===== config.mk =====
export PLATFORM = sky130hd
export DESIGN_NAME = ysyx_040750_mem_access_stage
export DESIGN_NICKNAME = d
export VERILOG_FILES = /design/src/rtl/ysyx_040750_mem_access_stage.sv
export SDC_FILE = /design/constraint.sdc
export NUM_CORES = 1
export LEC_CHECK = 0
export ABC_AREA = 1
export CORE_AREA = 10 10 205 207
export CTS_BUF_LIST = sky130_fd_sc_hd__clkbuf_8
export CTS_CLUSTER_SIZE = 25
export DETAILED_ROUTE_END_ITERATION = 10
export DIE_AREA = 0 0 215 217
export HOLD_SLACK_MARGIN = 0.05
export PLACE_DENSITY = 0.65
export SLEW_MARGIN = 5
export SYNTH_ARGS = -nofsm -noshare
export SYNTH_HDL_FRONTEND = slang
export SYNTH_SLANG_ARGS = --single-unit

===== constraint.sdc =====
create_clock -name I_sys_clk -period 9.2 [get_ports I_sys_clk]
set_input_delay 1.38 -clock I_sys_clk [delete_from_list [all_inputs] [get_ports I_sys_clk]]
set_output_delay 1.38 -clock I_sys_clk [all_outputs]
set_load 0.01 [all_outputs]

===== src/rtl/ysyx_040750_mem_access_stage.sv =====
// ysyx_040750 MEM stage: issues data-memory loads/stores over a valid/ready bus
// and hands results to MEM_WB through the valid/allowin handshake.
module ysyx_040750_mem_access_stage #(
    parameter int unsigned TIMEOUT = 255
) (
    input  logic        I_sys_clk,
    input  logic        I_rst,
    input  logic        I_valid,
    output logic        O_allowin,
    output logic        O_valid,
    input  logic        I_MEM_WB_allowin,
    input  logic [31:0] I_pc,
    input  logic [63:0] I_alu_out,
    input  logic [63:0] I_store_data,
    input  logic        I_mem_ren,
    input  logic        I_mem_wen,
    input  logic [7:0]  I_mem_wstrb,
    input  logic [8:0]  I_mem_rstrb,
    input  logic        I_reg_wen,
    input  logic [4:0]  I_rd_addr,
    input  logic [1:0]  I_regin_sel,
    output logic        O_dmem_req_valid,
    input  logic        I_dmem_req_ready,
    output logic [31:0] O_dmem_addr,
    output logic        O_dmem_wen,
    output logic [63:0] O_dmem_wdata,
    output logic [7:0]  O_dmem_wstrb,
    input  logic        I_dmem_resp_valid,
    input  logic [63:0] I_dmem_rdata,
    output logic [31:0] O_pc,
    output logic [63:0] O_alu_out,
    output logic        O_reg_wen,
    output logic [4:0]  O_rd_addr,
    output logic [1:0]  O_regin_sel,
    output logic [8:0]  O_mem_rstrb,
    output logic [2:0]  O_mem_shamt,
    output logic [63:0] O_mem_data,
    output logic        O_err
);

    localparam int CW = $clog2(TIMEOUT + 1);

    typedef enum logic [1:0] {IDLE, REQ, WAIT, DONE} state_e;

    state_e        state_q, state_d;
    logic [CW-1:0] cnt_q, cnt_d, cnt_inc;
    logic          accept, in_mem, resp_hit, tmo;

    logic [31:0]   pc_q;
    logic [63:0]   alu_q, sdata_q, mem_data_q;
    logic          ren_q, wen_q, reg_wen_q, err_q;
    logic [7:0]    wstrb_q;
    logic [8:0]    rstrb_q;
    logic [4:0]    rd_q;
    logic [1:0]    sel_q;

    assign accept  = I_valid & O_allowin;
    assign in_mem  = I_mem_ren | I_mem_wen;
    assign cnt_inc = cnt_q + 1'b1;

    // A response only counts once the request has been taken.
    assign resp_hit = I_dmem_resp_valid &
                      ((state_q == REQ & I_dmem_req_ready) | state_q == WAIT);
    assign tmo      = state_q == WAIT & ~I_dmem_resp_valid &
                      cnt_inc == CW'(TIMEOUT);

    always_ff @(posedge I_sys_clk or posedge I_rst) begin
        if (I_rst) begin
            state_q <= IDLE;
        end else begin
            state_q <= state_d;
        end
    end

    always_comb begin
        state_d = state_q;
        unique case (state_q)
            IDLE: if (accept) state_d = in_mem ? REQ : DONE;
            REQ:  if (I_dmem_req_ready)
                      state_d = I_dmem_resp_valid ? DONE : WAIT;
            WAIT: if (I_dmem_resp_valid | tmo) state_d = DONE;
            DONE: if (I_MEM_WB_allowin)
                      state_d = accept ? (in_mem ? REQ : DONE) : IDLE;
            default: state_d = IDLE;
        endcase
    end

    always_comb begin
        O_valid          = state_q == DONE;
        O_allowin        = state_q == IDLE |
                           (state_q == DONE & I_MEM_WB_allowin);
        O_dmem_req_valid = state_q == REQ;
    end

    always_comb begin
        cnt_d = cnt_q;
        if (state_q == REQ & I_dmem_req_ready) begin
            cnt_d = '0;
        end else if (state_q == WAIT & ~I_dmem_resp_valid) begin
            cnt_d = cnt_inc;
        end
    end

    always_ff @(posedge I_sys_clk or posedge I_rst) begin
        if (I_rst) begin
            cnt_q      <= '0;
            pc_q       <= '0;
            alu_q      <= '0;
            sdata_q    <= '0;
            ren_q      <= 1'b0;
            wen_q      <= 1'b0;
            wstrb_q    <= '0;
            rstrb_q    <= '0;
            reg_wen_q  <= 1'b0;
            rd_q       <= '0;
            sel_q      <= '0;
            mem_data_q <= '0;
            err_q      <= 1'b0;
        end else begin
            cnt_q <= cnt_d;
            if (accept) begin
                pc_q       <= I_pc;
                alu_q      <= I_alu_out;
                sdata_q    <= I_store_data;
                ren_q      <= I_mem_ren;
                wen_q      <= I_mem_wen;
                wstrb_q    <= I_mem_wstrb;
                rstrb_q    <= I_mem_rstrb;
                reg_wen_q  <= I_reg_wen;
                rd_q       <= I_rd_addr;
                sel_q      <= I_regin_sel;
                mem_data_q <= '0;
                err_q      <= 1'b0;
            end else begin
                if (resp_hit & ren_q) mem_data_q <= I_dmem_rdata;
                if (tmo) err_q <= 1'b1;
            end
        end
    end

    // Lane shifting; accesses crossing the doubleword are simply truncated.
    assign O_dmem_addr  = {alu_q[31:3], 3'b000};
    assign O_dmem_wen   = wen_q;
    assign O_dmem_wdata = sdata_q << {alu_q[2:0], 3'b000};
    assign O_dmem_wstrb = wstrb_q << alu_q[2:0];

    assign O_pc        = pc_q;
    assign O_alu_out   = alu_q;
    assign O_reg_wen   = reg_wen_q;
    assign O_rd_addr   = rd_q;
    assign O_regin_sel = sel_q;
    assign O_mem_rstrb = rstrb_q;
    assign O_mem_shamt = alu_q[2:0];
    assign O_mem_data  = mem_data_q;
    assign O_err       = err_q;

endmodule


Word-level counts from Yosys, hierarchy flattened

Cells that the tools add are included.

Register bits: 262
Latch bits: 0
Memory bits (writable): 0
ROM bits: 0
Input bits: 257
Output and inout port bits: 289
Word-level logic and storage cells: 56
Memories kept: 0

Add/sub/neg operators: 1
Multipliers: 0
Div/mod/pow operators: 0
$lt $le $gt $ge: 0
Equality and inequality tests: 8
Shift operators: 2
Muxes and demuxes: 14
Bitwise logic cells: 12
Reduce and logical (&&, ||, !) cells: 5

Operator list:

| kind                                                                    | count |
|---|---|
| 64-bit two-way mux                                                      | 2 |
| 64-bit by 6-bit << shifter with 64-bit output                           | 1 |
| 8-bit two-way mux                                                       | 2 |
| 2-bit two-way mux                                                       | 6 |
| 8-bit by 1-bit adder with 8-bit output, second input constant           | 1 |
| 8-bit equality test, second input constant                              | 1 |
| 2-bit case mux with 4 select lines                                      | 1 |
| 8-bit by 3-bit << shifter with 8-bit output                             | 1 |
| 1-bit AND                                                               | 7 |
| 2-bit nonzero test                                                      | 3 |
| 2-bit equality test, second input constant                              | 2 |
| 2-bit by 1-bit inequality test with 1-bit output, second input constant | 2 |
| 2-bit inequality test, second input constant                            | 2 |
| 1-bit bitwise OR                                                        | 4 |
| 4-bit AND reduction                                                     | 1 |
| 1-bit two-way mux                                                       | 3 |
| 2-bit by 1-bit equality test with 1-bit output, second input constant   | 1 |
| 2-bit zero test                                                         | 1 |
| 1-bit NOT                                                               | 1 |

Longest topological paths before layout

Depth in word-level cells: 7
Gate-level depth with buffers: 12
Depth with buffers taken out: 12

Least setup slack after synthesis

Ideal clock, no wire load.

Path type: in2out
From: input port I_MEM_WB_allowin
To: output port O_allowin
Data arrival time: 1605 ps
Path slack: 6215 ps
Cell stages on the path: 2
Path buffers: 0
Cells stage by stage: inv_1 > o21ai_2

Cells in the longest elaborated chain, start to end: 2

Ends and longest elaborated chain:

| item               | line | source |
|---|---|---|
| start: declaration | 11   | `input logic I_MEM_WB_allowin,` |
| 1-bit AND          | 91   | `(state_q == DONE & I_MEM_WB_allowin);` |
| 1-bit bitwise OR   | 90   | `O_allowin = state_q == IDLE \|` |
| end: declaration   | 9    | `output logic O_allowin,` |

No other way between the ends.

Worst setup path after layout

From: register alu_q[1] (netlist: O_alu_out[1])
To: output port O_dmem_wdata[63]

Cells in the longest elaborated chain, start to end: 1

Ends and longest elaborated chain:

| item                                          | line | source |
|---|---|---|
| start: declaration                            | 50   | `logic [63:0] alu_q, sdata_q, mem_data_q;` |
| start signal: assignment                      | 123  | `alu_q <= I_alu_out;` |
| 64-bit by 6-bit << shifter with 64-bit output | 144  | `assign O_dmem_wdata = sdata_q << {alu_q[2:0], 3'b000};` |
| end: declaration                              | 26   | `output logic [63:0] O_dmem_wdata,` |

No other way between the ends.

==> flow_summary.json <==
{
  "status": "finished, final reports clean",
  "power.total_mw": 7.08,
  "post_cts_buffers": 0,
  "overflow": 0,
  "grt_max_degree": 136,
  "wl_per_cell_um": 20.0,
  "cpMaxStageDelayCell": "clkdlybuf4s50_1",
  "antenna_found_initial": 9,
  "period_share": 0.552,
  "setup_viol": 0,
  "start_util": 0.326,
  "hold_class": "reg2reg",
  "fin_nets": 2316,
  "p_per_area_mw_per_mm2": 378,
  "drtPass1Iterations": 5,
  "ys_warn_count": 0,
  "grt_pass1_vias": 12500,
  "layout-drive-gt1-share": 0.0392,
  "row_count": 72,
  "whs_ns": 0.475,
  "track_usage": 0.215,
  "dp_cells": 2525,
  "ys_types": 26,
  "clock.fmax_ghz": 0.197,
  "cts_buffers": 48,
  "io_pins": 546,
  "via_per_inst": 4.67,
  "fillers": 3660,
  "slew_headroom": 0.273,
  "vias": 12200,
  "core_area_mm2": 0.0381,
  "cp.required_ns": 7.82,
  "synthArstFlopShare": 1.00,
  "critPathMaxFanout": 52,
  "worst_slew_pin_slew_ns": 1.09,
  "fp.dieW_um": 215,
  "synth-seq-area-share": 0.528,
  "synth_edf_count": 0,
  "finClkSkew_ns": 0.0197,
  "path_class": "reg2out",
  "gp_congestion": 0.886,
  "hold_viol_final": 0,
  "drtIter0Drc": 864,
  "netlist_instances": 1586,
  "grt_pass1_wl_mm": 78.0,
  "cts_max_level": 2,
  "route.detailed.drc": 0,
  "fp.dieH_um": 217,
  "max_stage_delay_ns": 0.64,
  "mostFrequentLayoutCell": "nand2_1",
  "hpwlAfterDp_mm": 38.9,
  "ir_worst_vdd_mv": 0.178,
  "cts-root-buf": "clkbuf_8",
  "clock_path_buffers": 3,
  "synthFlopType": "dfrtp_1",
  "clk_latency_ns": 0.61,
  "fin_cells": 2615,
  "routed_wl_mm": 52.2,
  "port_buffers": 542,
  "postCtsHoldBufs": 0,
  "period_minus_slack_ns": 5.08,
  "syn_avg_cell_area_um2": 7.82,
  "crit_chain": "buf_4, inv_2, buf_4, o21ai_0, o21ai_0, clkdlybuf4s50_1",
  "synth_area_mm2": 0.0124,
  "fin_util": 0.492,
  "crit_path_end_kind": "primary output",
  "ys_seq_elements": 262,
  "clkSinkCount": 262,
  "cts_tree": "built",
  "path_clk_slew_ns": 0.06,
  "leakagePower_nw": 8.97,
  "startpoint_type": "flop",
  "drtAntennaViolNets": 0,
  "syn_to_final_growth_pct": 51.0,
  "crit_arrival_ns": 3.70,
  "tns_ns": 0,
  "rsz0062_at_grt": "false",
  "die_area_mm2": 0.0467,
  "cap_violations": 0,
  "drv_slew": 0,
  "final_cell_mix": "nand2_1 (690), clkdlybuf4s50_1 (542), dfrtp_1 (261)",
  "cts_resized": 0
}
layout make-up:
| cell class | count | area [um^2] | share of cell area |
|---|---|---|---|
| clock inverter | 31 | 156 | 0.00835 |
| timing repair buffer | 553 | 5520 | 0.295 |
| sequential | 262 | 6560 | 0.350 |
| multi-input combinational | 1088 | 4690 | 0.250 |
| tap | 518 | 648 | 0.0346 |
| antenna | 5 | 12.5 | 0.000668 |
| clock buffer | 54 | 743 | 0.0397 |
| inverter | 104 | 403 | 0.0215 |
through the flow:
stage / setup slack [ns] / area, um^2
4_1_cts: 4.09 / 18700
6_report: 4.12 / 18700
2_1_floorplan: 0.608 / 12400
3_5_place_dp: 4.54 / 17800
3_3_place_gp: 4.58 / 17800
5_1_grt: 3.88 / 18700
metal layers:
metal | global-route usage | routed length [um] | vias to the layer above | share of wire
met5 | 0 | 33 | - | 0.00063
met4 | 0.0880 | 1770 | 6 | 0.034
met3 | 0.0832 | 5390 | 84 | 0.10
met2 | 0.356 | 25300 | 533 | 0.48
met1 | 0.245 | 19700 | 5697 | 0.38
li1 | - | - | 5882 | -
state kept, by name (all words and copies together) (netlist names):
name	cells
cnt_q	8
O_reg_wen	1
wstrb_q	8
O_mem_rstrb	9
O_alu_out	64
sdata_q	64
O_pc	32
O_regin_sel	2
O_dmem_wen	1
O_mem_data	64
O_rd_addr	5
O_err	1
state_q	2
ren_q	1
cell usage after synthesis (2+ instances only):
cell | n | share of area
inv_1 | 99 | 0.030
o211ai_1 | 7 | 0.0042
o21ai_0 | 160 | 0.065
mux2i_1 | 18 | 0.015
o21ai_1 | 14 | 0.0056
dfrtp_1 | 262 | 0.53
ha_1 | 2 | 0.0020
clkbuf_1 | 42 | 0.013
nor2_1 | 47 | 0.014
buf_2 | 36 | 0.015
nand3_1 | 130 | 0.052
buf_6 | 16 | 0.015
clkinv_1 | 3 | 0.00091
o22ai_1 | 6 | 0.0030
a21oi_1 | 6 | 0.0024
buf_1 | 5 | 0.0015
buf_4 | 35 | 0.021
nand2_1 | 690 | 0.21
power by group:
part	switching, mW	internal (mW)	total [mW]
clock network	0.504	0.562	1.07
logic	2.12	1.80	3.92
registers	0.397	1.70	2.10
total	3.02	4.06	7.08
cell families (layout without fill, tap and decap cells):
logic type / Yosys count / after routing / share of synthesized area
adders and majority gates: 2 / 2 / 0.00202
AOI/OAI and AO/OA: 194 / 194 / 0.0806
xor gates and xnor gates: 1 / 1 / 0.000706
and+or+nand+nor: 870 / 870 / 0.277
other: 1 / 8 / 0.000302
muxes: 18 / 18 / 0.0145
buffers and inverters: 238 / 742 / 0.0960
DFF: 262 / 262 / 0.528
path summary, 6_finish.rpt:
kind	start	to	slack, ns	cells past startpoint
max	O_alu_out[1]$_DFFE_PP0N_	O_dmem_wdata[63]	4.12	6
min	O_mem_rstrb[6]$_DFFE_PP0N_	O_mem_rstrb[6]$_DFFE_PP0N_	0.47	2
max reg2reg	state_q[1]$_DFFE_PP0P_	O_alu_out[33]$_DFFE_PP0N_	5.86	7
min reg2reg	O_mem_rstrb[6]$_DFFE_PP0N_	O_mem_rstrb[6]$_DFFE_PP0N_	0.47	2
max in group asynchronous	I_rst	sdata_q[28]$_DFFE_PP0N_	6.45	3
min in group asynchronous	I_rst	O_alu_out[36]$_DFFE_PP0N_	1.31	2
worst max-delay path: cells and delay by family (launching register included):
| kind | cells | cell delay [ns] |
|---|---|---|
| flops | 1 | 0.37 |
| buf+inv | 4 | 2.00 |
| compound gates | 2 | 0.71 |
(Power assumes the default switching activity.)
